$ cat src/rtl/demod_16qam_pkg.sv
// rtl/demod_16qam_pkg.sv - shared widths, symbol-code type and carrier wave helpers
package demod_16qam_pkg;

  localparam int SAMPLE_W   = 9;
  localparam int CARR_W     = 8;
  localparam int PROD_W     = 17;
  localparam int FRAME_SYMS = 32;
  localparam int CODE_W     = 4;
  localparam int FRAME_W    = FRAME_SYMS * CODE_W;

  typedef logic [CODE_W-1:0] sym_code_t;

  // First quadrant of round(127*sin(2*pi*r/64)), r = 0..16.
  function automatic logic signed [CARR_W-1:0] quarter_sin(input logic [4:0] r);
    logic signed [CARR_W-1:0] v;
    case (r)
      5'd0:    v = 8'sd0;
      5'd1:    v = 8'sd12;
      5'd2:    v = 8'sd25;
      5'd3:    v = 8'sd37;
      5'd4:    v = 8'sd49;
      5'd5:    v = 8'sd60;
      5'd6:    v = 8'sd71;
      5'd7:    v = 8'sd81;
      5'd8:    v = 8'sd90;
      5'd9:    v = 8'sd98;
      5'd10:   v = 8'sd106;
      5'd11:   v = 8'sd112;
      5'd12:   v = 8'sd117;
      5'd13:   v = 8'sd122;
      5'd14:   v = 8'sd125;
      5'd15:   v = 8'sd126;
      5'd16:   v = 8'sd127;
      default: v = 8'sd0;
    endcase
    return v;
  endfunction

  // Full 64-point sine built from quadrant symmetry.
  function automatic logic signed [CARR_W-1:0] wave_sin(input logic [5:0] m);
    logic [4:0] r;
    logic signed [CARR_W-1:0] q;
    r = m[4] ? (5'd16 - {1'b0, m[3:0]}) : {1'b0, m[3:0]};
    q = quarter_sin(r);
    return m[5] ? -q : q;
  endfunction

endpackage

$ cat src/rtl/demod_carrier_lut.sv
// rtl/demod_carrier_lut.sv - combinational sin/cos carrier lookup indexed by phase
module demod_carrier_lut
  import demod_16qam_pkg::*;
#(
  parameter int CARR_LEN = 16
) (
  input  logic [$clog2(CARR_LEN)-1:0] phase,
  output logic signed [CARR_W-1:0]    sin_val,
  output logic signed [CARR_W-1:0]    cos_val
);

  localparam int PW = $clog2(CARR_LEN);
  localparam int SH = 6 - PW;

  logic [5:0] m_sin;
  logic [5:0] m_cos;

  // Scale the phase onto the 64-point wave; cosine leads sine by a quarter turn.
  assign m_sin   = 6'(phase) << SH;
  assign m_cos   = m_sin + 6'd16;
  assign sin_val = wave_sin(m_sin);
  assign cos_val = wave_sin(m_cos);

endmodule

$ cat src/rtl/demod_16qam.sv
// rtl/demod_16qam.sv - 16QAM correlating demodulator with frame packer; DEMOD_16QAM_SERIAL_EN adds a bit serializer
module demod_16qam
  import demod_16qam_pkg::*;
#(
  parameter int CARR_LEN = 16,
  parameter int SYM_LEN  = 64,
  parameter int THRESH   = 24384
) (
  input  logic                       clk,
  input  logic                       reset,
  input  logic                       in_valid,
  input  logic signed [SAMPLE_W-1:0] in_sample,
  input  logic                       sym_sync,
  output sym_code_t                  sym_code,
  output logic                       sym_valid,
  output logic [FRAME_W-1:0]         d_out,
  output logic                       frame_valid
`ifdef DEMOD_16QAM_SERIAL_EN
  ,
  output logic                       serial_data,
  output logic                       bit_valid
`endif
);

  localparam int PW = $clog2(CARR_LEN);
  localparam int CW = $clog2(SYM_LEN);
  localparam int AW = PROD_W + CW;
  localparam int FW = $clog2(FRAME_SYMS);
  localparam logic signed [AW-1:0] TH = AW'(THRESH);

  logic [PW-1:0]              phase, phase_eff;
  logic [CW-1:0]              cnt, cnt_eff;
  logic signed [AW-1:0]       acc_i, acc_q, base_i, base_q, sum_i, sum_q;
  logic signed [CARR_W-1:0]   sin_val, cos_val;
  logic signed [PROD_W-1:0]   prod_i, prod_q;
  logic [1:0]                 dec_i, dec_q;
  logic                       sym_end;
  sym_code_t                  code_next;
  logic [FRAME_W-1:0]         frame_sr, frame_next;
  logic [FW-1:0]              frame_idx;

  function automatic logic [1:0] slice(input logic signed [AW-1:0] a);
    if (a < -TH)       return 2'b00;
    else if (a < 0)    return 2'b01;
    else if (a < TH)   return 2'b10;
    else               return 2'b11;
  endfunction

  // A sync restarts alignment in the same cycle, so its sample is sample 0 at phase 0.
  assign phase_eff = sym_sync ? '0 : phase;
  assign cnt_eff   = sym_sync ? '0 : cnt;
  assign base_i    = sym_sync ? '0 : acc_i;
  assign base_q    = sym_sync ? '0 : acc_q;

  demod_carrier_lut #(.CARR_LEN(CARR_LEN)) u_lut (
    .phase   (phase_eff),
    .sin_val (sin_val),
    .cos_val (cos_val)
  );

  assign prod_i     = PROD_W'(in_sample) * PROD_W'(cos_val);
  assign prod_q     = PROD_W'(in_sample) * PROD_W'(sin_val);
  assign sum_i      = base_i + AW'(prod_i);
  assign sum_q      = base_q + AW'(prod_q);
  assign sym_end    = in_valid && (cnt_eff == CW'(SYM_LEN - 1));
  assign dec_i      = slice(sum_i);
  assign dec_q      = slice(sum_q);
  assign code_next  = {dec_i[1], dec_q[1], dec_i[0], dec_q[0]};
  assign frame_next = {frame_sr[FRAME_W-CODE_W-1:0], code_next};

  always_ff @(posedge clk) begin
    if (reset) begin
      phase       <= '0;
      cnt         <= '0;
      acc_i       <= '0;
      acc_q       <= '0;
      sym_code    <= '0;
      sym_valid   <= 1'b0;
      frame_sr    <= '0;
      frame_idx   <= '0;
      d_out       <= '0;
      frame_valid <= 1'b0;
    end else begin
      sym_valid   <= 1'b0;
      frame_valid <= 1'b0;
      if (in_valid) begin
        phase <= phase_eff + PW'(1);
        if (sym_end) begin
          acc_i     <= '0;
          acc_q     <= '0;
          cnt       <= '0;
          sym_code  <= code_next;
          sym_valid <= 1'b1;
          frame_sr  <= frame_next;
          frame_idx <= frame_idx + FW'(1);
          if (frame_idx == FW'(FRAME_SYMS - 1)) begin
            d_out       <= frame_next;
            frame_valid <= 1'b1;
          end
        end else begin
          acc_i <= sum_i;
          acc_q <= sum_q;
          cnt   <= cnt_eff + CW'(1);
        end
      end else begin
        phase <= phase_eff;
        acc_i <= base_i;
        acc_q <= base_q;
        cnt   <= cnt_eff;
      end
    end
  end

`ifdef DEMOD_16QAM_SERIAL_EN
  logic [2:0] ser_sr;
  logic [1:0] ser_left;

  // A new symbol always reloads, even if a previous one were still shifting.
  always_ff @(posedge clk) begin
    if (reset) begin
      ser_sr      <= '0;
      ser_left    <= '0;
      serial_data <= 1'b0;
      bit_valid   <= 1'b0;
    end else if (sym_valid) begin
      serial_data <= sym_code[3];
      ser_sr      <= sym_code[2:0];
      ser_left    <= 2'd3;
      bit_valid   <= 1'b1;
    end else if (ser_left != 2'd0) begin
      serial_data <= ser_sr[2];
      ser_sr      <= {ser_sr[1:0], 1'b0};
      ser_left    <= ser_left - 2'd1;
      bit_valid   <= 1'b1;
    end else begin
      serial_data <= 1'b0;
      bit_valid   <= 1'b0;
    end
  end
`endif

endmodule

$ cat config.mk
export PLATFORM = sky130hd
export DESIGN_NAME = demod_16qam
export DESIGN_NICKNAME = d
export VERILOG_FILES = /design/src/rtl/demod_16qam_pkg.sv /design/src/rtl/demod_carrier_lut.sv /design/src/rtl/demod_16qam.sv
export SDC_FILE = /design/constraint.sdc
export NUM_CORES = 1
export LEC_CHECK = 0
export CORE_MARGIN = 2
export CORE_UTILIZATION = 62
export CTS_BUF_LIST = sky130_fd_sc_hd__clkbuf_8
export DETAILED_ROUTE_END_ITERATION = 8
export PLACE_DENSITY = 0.84
export SLEW_MARGIN = 10
export SYNTH_ARGS = -nofsm -noshare
export SYNTH_HDL_FRONTEND = slang
export SYNTH_SLANG_ARGS = --single-unit
export TNS_END_PERCENT = 20
$ cat constraint.sdc
create_clock -name clk -period 10.3 [get_ports clk]
set_clock_uncertainty 0.05 [all_clocks]
set_input_delay 1.03 -clock clk [delete_from_list [all_inputs] [get_ports clk]]
set_output_delay 1.03 -clock clk [all_outputs]
set_load 0.005 [all_outputs]
==> flow_metrics.env <==
export IMPL_result_of_the_run="finished, final reports clean"
export IMPL_num_io_pins=147
export IMPL_clkLatencyLatePin_ns=0.58
export IMPL_drc_violations_left=0
export IMPL_via_count_of_the_first_global_routing_pass=16546
export IMPL_vias=16573
export IMPL_dpl_worst_slack_ns=0.415
export IMPL_netlist_instances=2395
export IMPL_finalHoldViolCount=0
export IMPL_tritoncts_num_buffers=51
export IMPL_cts_max_level=2
export IMPL_finalMaxSlewViolations=0
export IMPL_global_route_usage_met2=0.489
export IMPL_wl_per_cell_um=16.3
export IMPL_synth_flop_cell="dfxtp_1"
export IMPL_drt_iter0_markers=1286
export IMPL_grt_util_met1=0.371
export IMPL_critical_path_required_ns=10.65
export IMPL_synth_warning_count=0
export IMPL_timing_critical_path_fanout_max=10
export IMPL_initial_antenna_violation_count=1
export IMPL_leakage_nw=9.45
export IMPL_synthesis_area_um2=20200
export IMPL_max_slew_worst_pin_slew_ns=1.13
export IMPL_worst_r2r_setup_slack_ns=0.85
export IMPL_number_of_inserted_filler_cells_in_the_final_layout=2490
export IMPL_path_class="reg2reg"
export IMPL_worstPathArrival_ns=9.80
export IMPL_worst_path_dominant_cell_family="adder cells"
export IMPL_finalNetCount=2807
export IMPL_ctsLongestPathBuffers=3
export IMPL_synth_nets=2725
export IMPL_cts_tree="yes"
export IMPL_worst_slew_margin_rel=0.249
export IMPL_vias_per_cell=5.62
export IMPL_core_area_um2=32400
export IMPL_grt_first_pass_wirelength_mm=80.0
export IMPL_total_power_mw=6.76
export IMPL_global_route_track_usage_on_met3=0.0553
export IMPL_groute_usage_overall=0.287
export IMPL_die_x_um=185
export IMPL_final_core_utilization=0.708
export IMPL_worst_path_buf_inv=5
export IMPL_grt_max_degree=118
export IMPL_dieArea_um2=34100
export IMPL_diode_count=0
export IMPL_period_minus_slack_ns=9.45
export IMPL_total_setup_violations_reported_at_the_end_of_the_flow=0
export IMPL_synth_top_area_share=0.312
export IMPL_grt_setup_unrepaired="no"
export IMPL_power_density_nw_per_um2=295
export IMPL_max_freq_ghz=0.106
export IMPL_rows=66
export IMPL_holdCritPathClass="reg2reg"
export IMPL_worst_path_clk_slew_ns=0.06
export IMPL_postSynthAreaPerCell_um2=8.45
export IMPL_cts_hold_buf=0
export IMPL_netlist_cell_type_count=70
export IMPL_final_period_utilization=0.917
export IMPL_first_pass_iters=6
export IMPL_worstSetupStartpointType="flop"
export IMPL_multi_input_comb_area_um2=12700
export IMPL_ys_seq_area_frac=0.312
export IMPL_synth_edf_count=0
export IMPL_post_synth_top_area_cell="dfxtp_1"
export IMPL_totalWireLength_mm=48.0
export IMPL_commonest_non_fill_non_tap_cell_in_the_layout="nand2_1"
export IMPL_setup_worst_path_end_class="flop"
export IMPL_cts_root_buffer="clkbuf_8"
export IMPL_share_of_layout_cells_above_drive_strength_1=0.0391
export IMPL_clock_sinks=315
export IMPL_final_cell_mix="nand2_1, dfxtp_1, a21oi_1, fa_1, inv_1"
export IMPL_setup_total_negative_slack_ns=0
export IMPL_grt_remaining_overflow=0
export IMPL_busiest_layer="met2"
export IMPL_critical_path_top_cell_by_count="inv_1"
export IMPL_dp_hpwl_mm=33.2
export IMPL_buffer_ports_inserted=146
export IMPL_fin_hold_ws_ns=0.401
export IMPL_crit_path_max_incr_delay_ns=0.58
export IMPL_detail_route_antenna_nets=0
export IMPL_synthToLayoutAreaGrowth_pct=13.2
export IMPL_highest_delay_cell_along_the_critical_path="xnor2_1"
export IMPL_max_cap_violations=0
export IMPL_cts_repair_resized=0
export IMPL_layout_setup_ws_ns=0.852
export IMPL_place_gp_congestion=0.881
export IMPL_postSynth_asyncResetShare=0
export IMPL_post_cts_buffers=0
export IMPL_floorplan_initialDensity=0.625
export IMPL_chipHeight_um=185
export IMPL_number_of_synthesized_register_bits=315
export IMPL_vdd_drop_max_mv=0.433
export IMPL_post_synth_main_area_contributors="dfxtp_1, fa_1, nand2_1"
export IMPL_seq_area_um2=6310
## cell usage after synthesis (3+ instances only)
cell,n
a2111oi_0,3
a211o_1,6
a211oi_1,10
a21boi_0,4
a21o_1,9
a21oi_1,296
a22oi_1,21
a311o_1,4
a311oi_1,6
a31oi_1,16
and2_1,50
and3_1,8
and4_1,5
buf_1,4
buf_4,4
clkbuf_1,122
dfxtp_1,315
fa_1,206
ha_1,111
inv_1,188
nand2_1,570
nand2b_1,30
nand3_1,6
nand4_1,7
nor2_1,141
nor2b_1,85
nor3_1,21
nor4_1,4
o2111ai_1,4
o21a_1,6
o21ai_0,18
o21ai_1,6
o21bai_1,6
o31ai_1,3
or2_2,3
or3_1,7
xnor2_1,42
xor2_1,9
## routing by layer
layer / vias to the layer above / part of all wire
met2: 515 / 0.50
li1: 7862 / -
met5: - / 0
met4: 0 / 0.024
met3: 101 / 0.064
met1: 8095 / 0.42
## final timing paths
path | start | end | depth (start not counted)
max reg2reg | phase[0]$_SDFF_PP0_ | sym_code[1]$_SDFFE_PP0P_ | 30
min | frame_sr[122]$_SDFFE_PP0P_ | d_out[126]$_SDFFE_PP0P_ | 2
max | phase[0]$_SDFF_PP0_ | sym_code[1]$_SDFFE_PP0P_ | 30
min reg2reg | frame_sr[122]$_SDFFE_PP0P_ | d_out[126]$_SDFFE_PP0P_ | 2
## worst reg2reg max path, delay by kind of cell (launching register included)
kind | cells | cell delay [ns]
flops | 1 | 0.53
xor+xnor | 1 | 0.58
buf+inv | 5 | 0.69
fa+ha+maj | 8 | 3.30
simple gates | 9 | 2.33
compound gates | 7 | 1.82
## stage by stage
step	instances	cell area, µm²
after global placement	2866	21900
final	2950	22900
after detailed placement	2866	21900
after global routing	2950	22900
after CTS	2950	22900
after floorplan	2395	20200
## cell families (layout without fill, tap and decap cells)
family / Yosys count / after routing / share of synthesized area
xor+xnor: 51 / 51 / 0.0221
mux: 1 / 1 / 0.000495
buf+inv: 320 / 433 / 0.0602
simple gates: 947 / 947 / 0.205
flops: 315 / 315 / 0.312
compound gates: 444 / 444 / 0.129
fa+ha+maj: 317 / 317 / 0.272
## report_power, final
| part | internal (mW) | total, mW | switching [mW] |
|---|---|---|---|
| logic | 1.77 | 4.37 | 2.60 |
| clock network | 0.629 | 1.12 | 0.493 |
| registers | 1.26 | 1.27 | 0.00747 |
| total | 3.66 | 6.76 | 3.10 |
## registers in the layout (all words and copies together), names as in the netlist
name and flops:
d_out 128, frame_sr 121, acc_i 23, acc_q 23, cnt 6, frame_idx 5
phase 4, sym_code 3, frame_valid 1, sym_valid 1
## cell type report
| cell class | count | share of cell area |
|---|---|---|
| Tap cell | 442 | 0.0241 |
| Clock buffer | 57 | 0.0342 |
| Inverter | 189 | 0.0310 |
| Clock inverter | 27 | 0.0111 |
| Sequential cell | 315 | 0.275 |
| Multi-Input combinational cell | 1760 | 0.556 |
| Timing Repair Buffer | 160 | 0.0684 |
Note: power is estimated with default switching activity, not from simulation.
